==> src/rtl/cpu_pkg.sv <==
// Shared types and constants for the instruction-memory loader and its neighbours.
package cpu_pkg;

  // Program image layout: one header byte N (word count, 1..LOADER_MAX_WORDS),
  // then 4*N data bytes with each word little-endian (first byte -> bits 7:0),
  // then one checksum byte equal to the XOR of all 4*N data bytes.
  localparam int LOADER_ADDR_W    = 7;
  localparam int LOADER_MAX_WORDS = 1 << LOADER_ADDR_W;

  typedef enum logic [2:0] {
    IDLE,
    HEADER,
    DATA,
    WRITE,
    CHECK,
    DONE,
    ERROR
  } loader_state_t;

endpackage

==> src/rtl/loader_word_assembler.sv <==
// Packs accepted image bytes into little-endian 32-bit words and keeps the running XOR.
module loader_word_assembler (
  input  logic        clk,
  input  logic        rst_n,
  input  logic        clear,
  input  logic        shift_en,
  input  logic [7:0]  byte_in,
  output logic        word_ready,
  output logic [31:0] word,
  output logic [7:0]  checksum
);

  logic [1:0]  lane;
  logic [23:0] partial;

  // word includes the byte being accepted, so it is complete in the 4th-byte cycle
  assign word_ready = shift_en && (lane == 2'd3);
  assign word       = {byte_in, partial};

  always_ff @(posedge clk or negedge rst_n) begin
    if (!rst_n) begin
      lane     <= '0;
      checksum <= '0;
    end else if (clear) begin
      lane     <= '0;
      checksum <= '0;
    end else if (shift_en) begin
      lane     <= lane + 2'd1;
      checksum <= checksum ^ byte_in;
    end
  end

  always_ff @(posedge clk) begin
    if (shift_en) begin
      partial <= {byte_in, partial[23:8]};
    end
  end

endmodule

==> src/rtl/instr_mem_loader.sv <==
// Streams a checksummed program image into instruction RAM and holds the CPU in
// reset until a verified image is in place.
module instr_mem_loader
  import cpu_pkg::*;
#(
  parameter int ADDR_W         = LOADER_ADDR_W,
  parameter int TIMEOUT_CYCLES = 50_000_000
) (
  input  logic              clk,
  input  logic              rst_n,
  input  logic              start,
  input  logic [7:0]        byte_in,
  input  logic              byte_valid,
  output logic              byte_ready,
  output logic              mem_wren,
  output logic [ADDR_W-1:0] mem_addr,
  output logic [31:0]       mem_data,
  output logic              cpu_rst_n,
  output logic              busy,
  output logic              done,
  output logic              error,
  output logic [ADDR_W:0]   words_loaded
);

  localparam int DEPTH = 1 << ADDR_W;
  localparam int TMO_W = $clog2(TIMEOUT_CYCLES + 1);
  localparam logic [TMO_W-1:0] TMO_LAST = TMO_W'(TIMEOUT_CYCLES - 1);

  loader_state_t   state;
  logic [ADDR_W:0] n_words;
  logic [TMO_W-1:0] tmo_cnt;

  logic        xfer;
  logic        waiting;
  logic        launch;
  logic        hdr_bad;
  logic        fail;
  logic        last_word;
  logic        asm_ready;
  logic [31:0] asm_word;
  logic [7:0]  asm_sum;

  assign xfer      = byte_valid && byte_ready;
  assign waiting   = state inside {HEADER, DATA, CHECK};
  assign launch    = start && (state inside {IDLE, DONE, ERROR});
  assign hdr_bad   = (byte_in == 8'd0) || ({24'd0, byte_in} > DEPTH);
  assign last_word = (words_loaded + 1'b1) == n_words;

  // Every abort path funnels through one flag so ERROR entry is handled once
  assign fail = waiting && (xfer ? ((state == HEADER && hdr_bad) ||
                                    (state == CHECK  && byte_in != asm_sum))
                                 : (tmo_cnt == TMO_LAST));

  loader_word_assembler u_asm (
    .clk       (clk),
    .rst_n     (rst_n),
    .clear     (launch),
    .shift_en  (xfer && state == DATA),
    .byte_in   (byte_in),
    .word_ready(asm_ready),
    .word      (asm_word),
    .checksum  (asm_sum)
  );

  always_ff @(posedge clk or negedge rst_n) begin
    if (!rst_n) begin
      state        <= IDLE;
      byte_ready   <= 1'b0;
      mem_wren     <= 1'b0;
      mem_addr     <= '0;
      mem_data     <= '0;
      cpu_rst_n    <= 1'b1;
      busy         <= 1'b0;
      done         <= 1'b0;
      error        <= 1'b0;
      words_loaded <= '0;
      n_words      <= '0;
      tmo_cnt      <= '0;
    end else begin
      if (waiting) begin
        tmo_cnt <= xfer ? '0 : tmo_cnt + 1'b1;
      end

      if (fail) begin
        state      <= ERROR;
        byte_ready <= 1'b0;
        busy       <= 1'b0;
        error      <= 1'b1;
      end else begin
        case (state)
          IDLE, DONE, ERROR: begin
            if (start) begin
              state        <= HEADER;
              byte_ready   <= 1'b1;
              busy         <= 1'b1;
              cpu_rst_n    <= 1'b0;
              done         <= 1'b0;
              error        <= 1'b0;
              words_loaded <= '0;
              mem_addr     <= '0;
              tmo_cnt      <= '0;
            end
          end
          HEADER: begin
            if (xfer) begin
              n_words <= (ADDR_W + 1)'(byte_in);
              state   <= DATA;
            end
          end
          DATA: begin
            if (asm_ready) begin
              state      <= WRITE;
              byte_ready <= 1'b0;
              mem_wren   <= 1'b1;
              mem_data   <= asm_word;
            end
          end
          WRITE: begin
            mem_wren     <= 1'b0;
            byte_ready   <= 1'b1;
            words_loaded <= words_loaded + 1'b1;
            // Address stops on the final word so a full-depth image never wraps
            if (last_word) begin
              state <= CHECK;
            end else begin
              state    <= DATA;
              mem_addr <= mem_addr + 1'b1;
            end
          end
          CHECK: begin
            if (xfer) begin
              state      <= DONE;
              byte_ready <= 1'b0;
              busy       <= 1'b0;
              done       <= 1'b1;
              cpu_rst_n  <= 1'b1;
            end
          end
          default: ;
        endcase
      end
    end
  end

endmodule

==> config.mk <==
export PLATFORM = sky130hd
export DESIGN_NAME = instr_mem_loader
export DESIGN_NICKNAME = d
export VERILOG_FILES = /design/src/rtl/cpu_pkg.sv /design/src/rtl/loader_word_assembler.sv /design/src/rtl/instr_mem_loader.sv
export SDC_FILE = /design/constraint.sdc
export NUM_CORES = 1
export LEC_CHECK = 0
export BUFFER_PORTS_ARGS = -buffer_cell sky130_fd_sc_hd__buf_2
export CELL_PAD_IN_SITES_DETAIL_PLACEMENT = 0
export CELL_PAD_IN_SITES_GLOBAL_PLACEMENT = 1
export CORE_ASPECT_RATIO = 0.8
export CORE_MARGIN = 4
export CORE_UTILIZATION = 30
export CTS_BUF_LIST = sky130_fd_sc_hd__clkbuf_2 sky130_fd_sc_hd__clkbuf_4 sky130_fd_sc_hd__clkbuf_8
export CTS_CLUSTER_SIZE = 10
export DETAILED_ROUTE_END_ITERATION = 16
export PLACE_DENSITY_LB_ADDON = 0.12
export SETUP_SLACK_MARGIN = 0.4
export SLEW_MARGIN = 20
export SYNTH_ARGS = -nofsm -noshare
export SYNTH_HDL_FRONTEND = slang
export SYNTH_SLANG_ARGS = --single-unit
==> constraint.sdc <==
create_clock -name clk -period 5 [get_ports clk]
set_input_delay 0.5 -clock clk [delete_from_list [all_inputs] [get_ports clk]]
set_output_delay 0.5 -clock clk [all_outputs]
set_load 0.05 [all_outputs]
==> metrics.md, run 1 <==
| Metric | Value |
|---|---|
| FMAX | 0.3764 GHz |
| RSZ-0062 raised after global routing | no |
| Fin util | roughly 36% |
| CP required | ~5300 ps |
| Synth area leaders | dfrtp_1 43%, edfxtp_1 13%, mux2_2 7.9% |
| #FFs+latches synth | 124 |
| TritonCTS clock tree | done |
| Post-Place Cells | between 800 and 900 |
| Relative slew slack | around 37% |
| PortBufs | 64 |
| Hold WC Path Type | input pin to async pin |
| Grt met1 use | approximately a fifth |
| Leak | around 3 nW |
| Async set-or-reset flop fraction in the synthesized netlist | about four fifths |
| Post-synth top flop | dfrtp_1 |
| Hold-fix buffers, CTS | 0 |
| R2r setup slk | between 2000 and 2500 ps |
| Detailed Routing Iterations Pass 1 | 5 |
| Post-Syn Nets | 525 |
| Layout Skew | between 15 and 20 ps |
| # diodes | 0 |
| Largest net degree at the start of global routing | between 70 and 80 |
| Root Driver | clkbuf_8 |
| Clk buf depth | 2 |
| Tot GR Track Use | between 10% and 20% |
| Avg WL per Cell | between 15 and 20 microns |
| Worst-path clk slew | around 80 ps |
| Setup CP Type | flip-flop to flip-flop |
| CTS buffer count | 17 |
| Post-synthesis cell count | ~510 |
| Commonest cells in the netlist | 99 x dfrtp_1, 54 x nor2_1, 42 x nand2_1 |
| Final min period | 2657 ps |
| Worst-Skew Late Latency | around 440 ps |
| Vias in the first global route | around 4200 |
| Met3 Use GR | 3.820% |
| Top-count cell post-synth | dfrtp_1 |
| Setup bufs post-CTS | 0 |
| Met2 GRT Util | 20.38% |
| # setup viols final | 0 |
| Largest area contributor in the netlist | dfrtp_1 |
| Critical-path top delay cell | or4_1 |
| Die Y-Extent | around 130 microns |
| CP arrival | ~3000 ps |
| Area Growth Syn to Fin | 17.28% |
| Total grt overflow | 0 |
| CP Cell Sequence | nor3b_2 -> a21oi_2 -> or4_1 -> a31oi_1 -> a31oi_1 -> a21oi_1 |
| Worst hold slack | roughly 200 ps |
| CP peak stage delay | just under 700 ps |
| Final hold vios | 0 |
| Crit-path max FO | 15 |
| Seq/Total Area, Yosys | approximately 57% |
| # fillers | around 1900 |
| Global-route layer with the greatest usage | met2 |
| Number of remaining DRC errors | 0 |
| Area of the mapped netlist | 5707 sq um |
| Synthesis Warnings | 0 |
| Maxcap violations | 0 |
| Pwr Density | 634.0 nW/um^2 |
| Number of synthesized flops with an enable pin | 24 |
| Via count | 4073 |
| Final #Nets | approximately 590 |
| Die Wd | 162.2 microns |
| Synth top area share | approximately 43% |
| Avg Cell Area, Syn | 11.21 sq um |
| Die area | roughly 21000 sq um |
| Final max-slew violation count | 0 |
| Synth cell types | 55 |
| Resized cells post-CTS | 0 |
| CP Capture Type | flip-flop |
| Critical Path Source Type | flip-flop |
| Hpwl dp | between 9000 and 10000 microns |
| Worst IR Drop VDD | 0.0002431 V |
| Starting Density | 31.04% |
| Routed Antenna Nets | 0 |
| Final period utilization | approximately 53% |
| I/O pin cnt | 65 |
| First-pass GRT wire length | 22930 microns |
| CTS H-Tree Depth | 4 |
| CP most frequent cell | a31oi_1 |
| DR vias/cell | 4.843 |
| Core area | ~18000 sq um |
| TNS Setup | 0 ps |
| Antenna violations before repair | 0 |
| Rows | 44 |
| Slew @ Worst Pin | ~950 ps |
| Routability cong. | approximately 0.77 |
| Layout Cells excl Fill | roughly 840 |
| Layout cells sized above 1 | approximately 25% |
| Routed WL | 13890 microns |
| Initial drt markers | 163 |
| Num Clock Sinks | 124 |
| Outcome | finished, final reports clean |
## kinds of logic after synthesis
family,synth area share [%]
AO/OA/AOI/OAI,7.740
XOR/XNOR,7.213
adder cells (fa/ha/maj),0.8770
buffers and inverters,2.083
flip-flops,56.50
multiplexers,9.165
AND/OR/NAND/NOR,16.42
## routing by layer
| layer | part of all wire [%] | wire, microns |
|---|---|---|
| met2 | 45 | 6210 |
| met1 | 51 | 7070 |
| met5 | 0 | 0 |
| met3 | 3.6 | 500 |
| met4 | 0.76 | 106 |
## through the flow
stage | instance area [sq um] | power, mW | worst slack, ps
6_report | 6693 | 4.243 | 2343
5_1_grt | 6693 | 4.512 | 2138
4_1_cts | 6693 | 4.308 | 2370
3_5_place_dp | 6292 | 3.389 | 2389
3_3_place_gp | 6292 | 3.372 | 2355
2_1_floorplan | 5707 | 2.907 | 2493
## worst max-delay path: cells and delay by family (launching register included)
family	cells	cell delay [ps]
AO/OA/AOI/OAI	4	770
AND/OR/NAND/NOR	2	1240
flip-flops	1	550
## placed cells by master (no fill, tap or decap), drive strengths merged, types with 2 or more instances in the layout
| cell | instances |
|---|---|
| a21oi | 18 |
| a31oi | 5 |
| a41oi | 2 |
| and2 | 2 |
| and3 | 8 |
| and4 | 3 |
| buf | 68 |
| bufinv | 2 |
| clkbuf | 18 |
| clkinv | 5 |
| clkinvlp | 2 |
| dfrtp | 99 |
| edfxtp | 24 |
| ha | 4 |
| inv | 13 |
| mux2 | 42 |
| mux2i | 5 |
| nand2 | 43 |
| nand2b | 7 |
| nand3 | 20 |
| nand3b | 2 |
| nand4 | 14 |
| nor2 | 54 |
| nor2b | 2 |
| nor3 | 11 |
| nor4 | 3 |
| nor4b | 2 |
| o211ai | 5 |
| o21ai | 23 |
| o31ai | 5 |
| o41ai | 2 |
| or3 | 9 |
| or4 | 3 |
| xnor2 | 21 |
| xor2 | 26 |
## state kept, by name, summed over array words and instances (netlist names), 2 cells and up
signal and count:
state 3, tmo_cnt 26, u_asm.lane 2, mem_data 32, mem_addr 7, n_words 8, u_asm.partial 24, words_loaded 8
u_asm.checksum 8
## worst paths after layout
kind | to | depth (start not counted) | from
hold reg to reg | u_asm.partial[2] | 0 | u_asm.partial[10]
setup reg to reg | busy | 6 | state[1]
hold / removal | tmo_cnt[10] | 1 | rst_n
min in group clk | u_asm.partial[17] | 1 | byte_in[1]
setup / recovery | busy | 6 | state[1]
max in group asynchronous | cpu_rst_n | 2 | rst_n
## layout make-up
| type | instances | area, sq um | area share [%] |
|---|---|---|---|
| clock buffer | 18 | 241.5 | 3.608 |
| clock inverter | 14 | 158.9 | 2.374 |
| inverter | 8 | 30.03 | 0.4487 |
| multi-input combinational | 356 | 2369 | 35.39 |
| sequential | 124 | 3224 | 48.18 |
| tap | 253 | 316.6 | 4.730 |
| timing repair buffer | 68 | 352.8 | 5.272 |
## report_power, final
part           internal (mW)  switching [mW]  leakage [nW]
clock network          0.458           0.439         0.198
logic                  0.497            1.27          1.27
registers               1.33           0.252          1.56
(Power assumes the default switching activity.)
==> run 2, diff against run 1 <==
- clock period: 5 -> 2.29 ns (I/O delays scaled with it)
==> run 2 against run 1 <==
  * Clock skew shrank 2.8 ps
  * Core utilization grew 5.4 points
  * Total power grew 150%
  * Die area is the same
  * Largest cell class unchanged
  * Combinational power grew to 2.9 times the previous value
  * Setup slack lost 2000 ps
  * Via count grew 7.9%
  * Count of clock-buffer cells in the layout is the same
  * Non-clock buffer count grew 69
  * Sequential cell count is the same
==> metrics.md, run 2 (synthesized netlist as in run 1, its figures left out) <==
| Metric | Value |
|---|---|
| Worst-path clk slew | 80 ps (about the same) |
| TritonCTS clock tree | done (unchanged) |
| RSZ-0062 raised after global routing | yes (was no) |
| Rows | 44 (unchanged) |
| Largest registers | mem_data: 32 flops, tmo_cnt: 26 flops, u_asm.partial: 24 flops (unchanged) |
| Via count | 4393 (was 4073) |
| Final Cell Area | 7681 sq um (was 6693 sq um) |
| I/O pin cnt | 65 (unchanged) |
| Relative slew slack | 66.86% (was 36.63%) |
| PortBufs | 64 (unchanged) |
| Detailed Routing Iterations Pass 1 | 4 (was 5) |
| Combinational Power Share | 48.8% (was 41.6%) |
| Worst-Skew Late Latency | 460 ps (was 440 ps) |
| Top reg by flops | mem_data (unchanged) |
| Routed Antenna Nets | 0 (unchanged) |
| Clk pwr share | 18.7% (was 21.1%) |
| # fillers | 1829 (was 1867) |
| Internal | 5.671 mW (was 2.283 mW) |
| Hold WC Path Type | input pin to flip-flop (was input pin to async pin) |
| Avg WL per Cell | 16.59 microns (was 16.51 microns) |
| Die Y-Extent | 131.4 microns (unchanged) |
| Seq pwr share | 32.5% (was 37.2%) |
| Core area | 18390 sq um (unchanged) |
| Layout Skew | 12.86 ps (was 15.67 ps) |
| Routability cong. | 0.7911 (was 0.7748) |
| Vias in the first global route | 4353 (was 4180) |
| CTS H-Tree Depth | 4 (unchanged) |
| Worst IR Drop VDD | 0.0006314 V (was 0.0002431 V) |
| CP peak stage delay | 600 ps (was 690 ps) |
| CP Capture Type | flip-flop (unchanged) |
| Total grt overflow | 0 (unchanged) |
| Hpwl dp | 9921 microns (was 9561 microns) |
| Die area | 21310 sq um (unchanged) |
| Final hold vios | 0 (unchanged) |
| Final max-slew violation count | 0 (unchanged) |
| Routed WL | 15120 microns (was 13890 microns) |
| Critical-path top delay cell | or4_4 (was or4_1) |
| Layout cells sized above 1 | 42.71% (was 25.34%) |
| Pwr Density | 1364 nW/um^2 (was 634.0 nW/um^2) |
| Commonest non-fill, non-tap cell in the layout | dfrtp_1 (unchanged) |
| Max reg flops | 32 (unchanged) |
| Tot GR Track Use | 14.09% (was 13.49%) |
| Number of remaining DRC errors | 0 (unchanged) |
| Final min period | 1980 ps (was 2657 ps) |
| CP required | 2630 ps (was 5330 ps) |
| Psw | 4.808 mW (was 1.960 mW) |
| Switching share of total power | 45.89% (was 46.19%) |
| DR vias/cell | 4.822 (was 4.843) |
| Outcome | finished, final reports clean (unchanged) |
| Final #Nets | 661 (was 591) |
| CP arrival | 2320 ps (was 2990 ps) |
| Final period utilization | 86.45% (was 53.14%) |
| Area Growth Syn to Fin | 34.60% (was 17.28%) |
| CP Cell Sequence | nor4b_2 -> nand2_1 -> or4_4 -> nand2_4 -> a21oi_2 -> mux2_1 (was nor3b_2 -> a21oi_2 -> or4_1 -> a31oi_1 -> a31oi_1 -> a21oi_1) |
| CTS buffer count | 17 (unchanged) |
| Antenna violations before repair | 0 (unchanged) |
| # setup viols final | 0 (unchanged) |
| FMAX | 0.5051 GHz (was 0.3764 GHz) |
| Largest net degree at the start of global routing | 38 (was 71) |
| TNS Setup | 0 ps (unchanged) |
| First-pass GRT wire length | 23760 microns (was 22930 microns) |
| Die Wd | 162.2 microns (unchanged) |
| Clk buf depth | 2 (unchanged) |
| Initial drt markers | 227 (was 163) |
| Starting Density | 31.04% (unchanged) |
| Setup CP Type | flip-flop to flip-flop (unchanged) |
| Maxcap violations | 0 (unchanged) |
| Root Driver | clkbuf_8 (unchanged) |
| Commonest non-fill, non-tap cells in the layout | 87 x dfrtp_1, 64 x buf_2, 54 x buf_4, 52 x nor2_1, 40 x mux2_2 (was 99 x dfrtp_1, 63 x buf_2, 54 x nor2_1, 42 x nand2_1, 40 x mux2_2) |
| Num Clock Sinks | 124 (unchanged) |
| Crit-path max FO | 6 (was 15) |
| # diodes | 0 (unchanged) |
| Critical Path Source Type | flip-flop (unchanged) |
| Slew @ Worst Pin | 497.1 ps (was 950.6 ps) |
| Leak | 3.504 nW (was 3.035 nW) |
| Placed cell area | 6639 sq um (was 6292 sq um) |
run 2: layer usage:
metal	vias to the layer above	global-route usage (%)	routed length, microns
li1	2107	-	-
met1	2170	20.96	7854
met2	104	19.82	6453
met3	12	4.258	683
met4	0	3.946	125
met5	-	0	0
run 2: cell type report:
class | count | area [sq um] | share of cell area [%]
multi-input cells | 357 | 2699 | 35.14
repair buffers | 137 | 1001 | 13.03
clock inverters | 14 | 147.6 | 1.922
well taps | 253 | 316.6 | 4.121
clock buffers | 18 | 247.7 | 3.225
flip-flops and latches | 124 | 3239 | 42.17
inverters | 8 | 30.03 | 0.3909
run 2: worst max-delay path: cells and delay by family, from the launching register on:
kind | cells | cell delay, ps
simple gates | 4 | 1080
flops | 1 | 400
mux | 1 | 310
compound gates | 1 | 80
run 2: repair_timing:
item / in CTS / in global routing
hold buffers: 1 / 0
pin swaps: 2 / 33
setup buffers: 8 / 25
gates resized for setup: 16 / 60
gates cloned: 0 / 5
hold endpoints to repair: 31 / 0
endpoints found under the setup margin: 22 / 59
run 2: power groups by stage:
stage	Combinational, mW	Clock (mW)	Sequential, mW
after global placement	4.31	0	3.44
after global routing	5.47	2.14	3.50
after detailed placement	4.32	0	3.47
final	5.11	1.96	3.41
after floorplan	1.77	0	4.72
after CTS	4.47	2.03	3.41
run 2: stage by stage:
stage               instances  utilization, %  setup slack, ps  hold WS, ps  power, mW
CTS                       881           39.02            297.6        47.86      9.902
detailed placement        840           36.11            46.66        227.4      7.791
finish                    911           41.77            310.4        78.30      10.48
floorplan                 509               -            271.0       -66.59      6.488
global route              911           41.77            214.0        52.93      11.11
global placement          840           36.11            43.92        222.0      7.750
run 2: path summary, 6_finish.rpt:
kind	endpoint	cells after the start	slack, ps	start
max in group asynchronous	cpu_rst_n	3	1380	rst_n
max reg2reg	done	6	310	tmo_cnt[16]
max	done	6	310	tmo_cnt[16]
min	u_asm.partial[23]	1	80	byte_in[7]
min reg2reg	u_asm.partial[13]	0	440	u_asm.partial[21]
min in group asynchronous	mem_addr[4]	2	280	rst_n
==> run 3, diff against run 2 <==
--- a/config.mk
+++ b/config.mk
@@ -16,3 +16,3 @@
 export DETAILED_ROUTE_END_ITERATION = 16
-export PLACE_DENSITY_LB_ADDON = 0.12
+export PLACE_DENSITY_LB_ADDON = 0.1
 export SETUP_SLACK_MARGIN = 0.4
--- a/constraint.sdc
+++ b/constraint.sdc
@@ -3,2 +3,2 @@
 set_output_delay 0.229 -clock clk [all_outputs]
-set_load 0.05 [all_outputs]
+set_load 0.02 [all_outputs]
==> run 3 against run 2 <==
  * Global-route usage hardly changed
  * Sequential share of layout area grew 0.95 points
  * Wire length decreased by 2.9%
  * Core utilization is 0.94 points lower
  * Critical path depth unchanged
  * Fmax shrank 1.7%
==> metrics.md, run 3 (synthesized netlist as in run 1, its figures left out) <==
| Metric | Value |
|---|---|
| Num Clock Sinks | 124 (unchanged) |
| CTS H-Tree Depth | 4 (unchanged) |
| Rows | 44 (unchanged) |
| RSZ-0062 raised after global routing | yes (unchanged) |
| Final hold vios | 0 (unchanged) |
| Switching share of total power | 40.69% (was 45.89%) |
| Via count | 4312 (was 4393) |
| Area Growth Syn to Fin | 31.57% (was 34.60%) |
| Critical Path Source Type | flip-flop (unchanged) |
| Antenna violations before repair | 0 (unchanged) |
| Final min period | 2014 ps (was 1980 ps) |
| DR vias/cell | 4.791 (was 4.822) |
| Largest registers | mem_data: 32 flops, tmo_cnt: 26 flops, u_asm.partial: 24 flops (unchanged) |
| Final period utilization | 87.96% (was 86.45%) |
| CP Cell Sequence | nor4b_2 -> nand2_1 -> or4_4 -> buf_6 -> a41oi_1 -> o2111a_1 (was nor4b_2 -> nand2_1 -> or4_4 -> nand2_4 -> a21oi_2 -> mux2_1) |
| Internal | 5.575 mW (was 5.671 mW) |
| Number of remaining DRC errors | 0 (unchanged) |
| Die area | 21310 sq um (unchanged) |
| Combinational Power Share | 42.7% (was 48.8%) |
| Routed WL | 14680 microns (was 15120 microns) |
| Pwr Density | 1252 nW/um^2 (was 1364 nW/um^2) |
| Maxcap violations | 0 (unchanged) |
| Final worst slack | 275.8 ps (was 310.4 ps) |
| CP peak stage delay | 590 ps (was 600 ps) |
| FMAX | 0.4965 GHz (was 0.5051 GHz) |
| Routability cong. | 0.7737 (was 0.7911) |
| Leak | 3.393 nW (was 3.504 nW) |
| # setup viols final | 0 (unchanged) |
| Commonest non-fill, non-tap cells in the layout | 88 x dfrtp_1, 63 x buf_2, 53 x nor2_1, 53 x buf_4, 40 x mux2_2 (was 87 x dfrtp_1, 64 x buf_2, 54 x buf_4, 52 x nor2_1, 40 x mux2_2) |
| # fillers | 1803 (was 1829) |
| Place WS | 31.29 ps (was 46.66 ps) |
| Worst-path clk slew | 90 ps (was 80 ps) |
| Global-route layer with the greatest usage | met1 (unchanged) |
| Tot GR Track Use | 14.05% (was 14.09%) |
| Top reg by flops | mem_data (unchanged) |
| Setup CP Type | flip-flop to flip-flop (unchanged) |
| Commonest non-fill, non-tap cell in the layout | dfrtp_1 (unchanged) |
| Clk buf depth | 2 (unchanged) |
| Grt met1 use | 21.53% (was 20.96%) |
| Core area | 18390 sq um (unchanged) |
| CP arrival | 2390 ps (was 2320 ps) |
| Max reg flops | 32 (unchanged) |
| CP required | 2670 ps (was 2630 ps) |
| Die Y-Extent | 131.4 microns (unchanged) |
| Overall Power | 9.400 mW (was 10.48 mW) |
| Layout cells sized above 1 | 39.72% (was 42.71%) |
| Worst-Skew Late Latency | 450 ps (was 460 ps) |
| PortBufs | 64 (unchanged) |
| Met2 GRT Util | 18.96% (was 19.82%) |
| Reg area | 3238 sq um (was 3239 sq um) |
| WP buf/inv | 1 (was 0) |
| Multi-input gate area | 2638 sq um (was 2699 sq um) |
| Final max-slew violation count | 0 (unchanged) |
| Hold WC Path Type | input pin to flip-flop (unchanged) |
| Final #Nets | 650 (was 661) |
| TNS Setup | 0 ps (unchanged) |
| Die Wd | 162.2 microns (unchanged) |
| Seq pwr share | 36.3% (was 32.5%) |
| Routed Antenna Nets | 0 (unchanged) |
| Root Driver | clkbuf_8 (unchanged) |
| Starting Density | 31.04% (unchanged) |
| TritonCTS clock tree | done (unchanged) |
| Hpwl dp | 9909 microns (was 9921 microns) |
| I/O pin cnt | 65 (unchanged) |
| Avg WL per Cell | 16.32 microns (was 16.59 microns) |
| Slew @ Worst Pin | 617.0 ps (was 497.1 ps) |
| CP Capture Type | flip-flop (unchanged) |
| Vias in the first global route | 4234 (was 4353) |
| Worst hold slack | 71.02 ps (was 78.30 ps) |
| Total grt overflow | 0 (unchanged) |
| First-pass GRT wire length | 23660 microns (was 23760 microns) |
| Layout Skew | 16.17 ps (was 12.86 ps) |
| Clk pwr share | 20.9% (was 18.7%) |
| Largest net degree at the start of global routing | 45 (was 38) |
| Met3 Use GR | 3.945% (was 4.258%) |
| # diodes | 0 (unchanged) |
| Crit-path max FO | 4 (was 6) |
| Relative slew slack | 58.87% (was 66.86%) |
| Fin util | 40.83% (was 41.77%) |
| Initial drt markers | 313 (was 227) |
| CTS buffer count | 17 (unchanged) |
| Crit-path leading delay family | simple AND/OR/NAND/NOR gates (unchanged) |
| Psw | 3.825 mW (was 4.808 mW) |
| Critical-path top delay cell | or4_4 (unchanged) |
| Worst IR Drop VDD | 0.0005488 V (was 0.0006314 V) |
| Outcome | finished, final reports clean (unchanged) |
| Detailed Routing Iterations Pass 1 | 4 (unchanged) |
run 3: worst register-to-register path, stage by stage (launching register included):
cell and delay, ps:
dfrtp_1 420, nor4b_2 250, nand2_1 120, or4_4 590
buf_6 160, a41oi_1 210, o2111a_1 210
run 3: final cells by class:
| class | count | area share (%) |
|---|---|---|
| well taps | 253 | 4.216 |
| flip-flops and latches | 124 | 43.13 |
| clock inverters | 15 | 2.183 |
| clock buffers | 17 | 3.116 |
| inverters | 8 | 0.3999 |
| repair buffers | 127 | 11.83 |
| multi-input cells | 356 | 35.13 |
run 3: path summary, 6_finish.rpt:
path / start / to / slack (ps) / cells past startpoint
worst max register to register: tmo_cnt[11] / state[0] / 280 / 6
worst min register to register: u_asm.partial[23] / u_asm.partial[15] / 450 / 0
worst max-delay path: tmo_cnt[11] / state[0] / 280 / 6
min in group asynchronous: rst_n / n_words[7] / 340 / 2
max in group asynchronous: rst_n / u_asm.checksum[4] / 1250 / 3
worst min-delay path: byte_in[5] / u_asm.partial[21] / 70 / 1
run 3: metal layers:
layer | vias to the layer above | part of all wire [%]
met4 | 0 | 1.2
met3 | 14 | 5.0
li1 | 2070 | -
met2 | 85 | 42
met5 | - | 0
met1 | 2143 | 52
run 3: repair_timing:
action                                  in CTS  in global routing
endpoints found under the hold margin       39                  0
endpoints found under the setup margin      54                 83
buffers inserted                            16                 11
cloned                                       0                  1
pin swaps                                    8                 18
hold buffers                                 1                  0
gates resized for setup                     21                 40
run 3: power groups by stage:
stage / Sequential (mW) / Combinational, mW / Clock, mW
2_1_floorplan: 3.82 / 1.73 / 0
3_3_place_gp: 3.47 / 3.31 / 0
3_5_place_dp: 3.49 / 3.33 / 0
4_1_cts: 3.41 / 3.64 / 2.04
5_1_grt: 3.51 / 4.37 / 2.14
6_report: 3.41 / 4.02 / 1.97
run 3: through the flow:
step / instances / instance area, sq um
2_1_floorplan: 509 / 5787
3_3_place_gp: 839 / 6609
3_5_place_dp: 839 / 6609
4_1_cts: 888 / 7246
5_1_grt: 900 / 7508
6_report: 900 / 7508
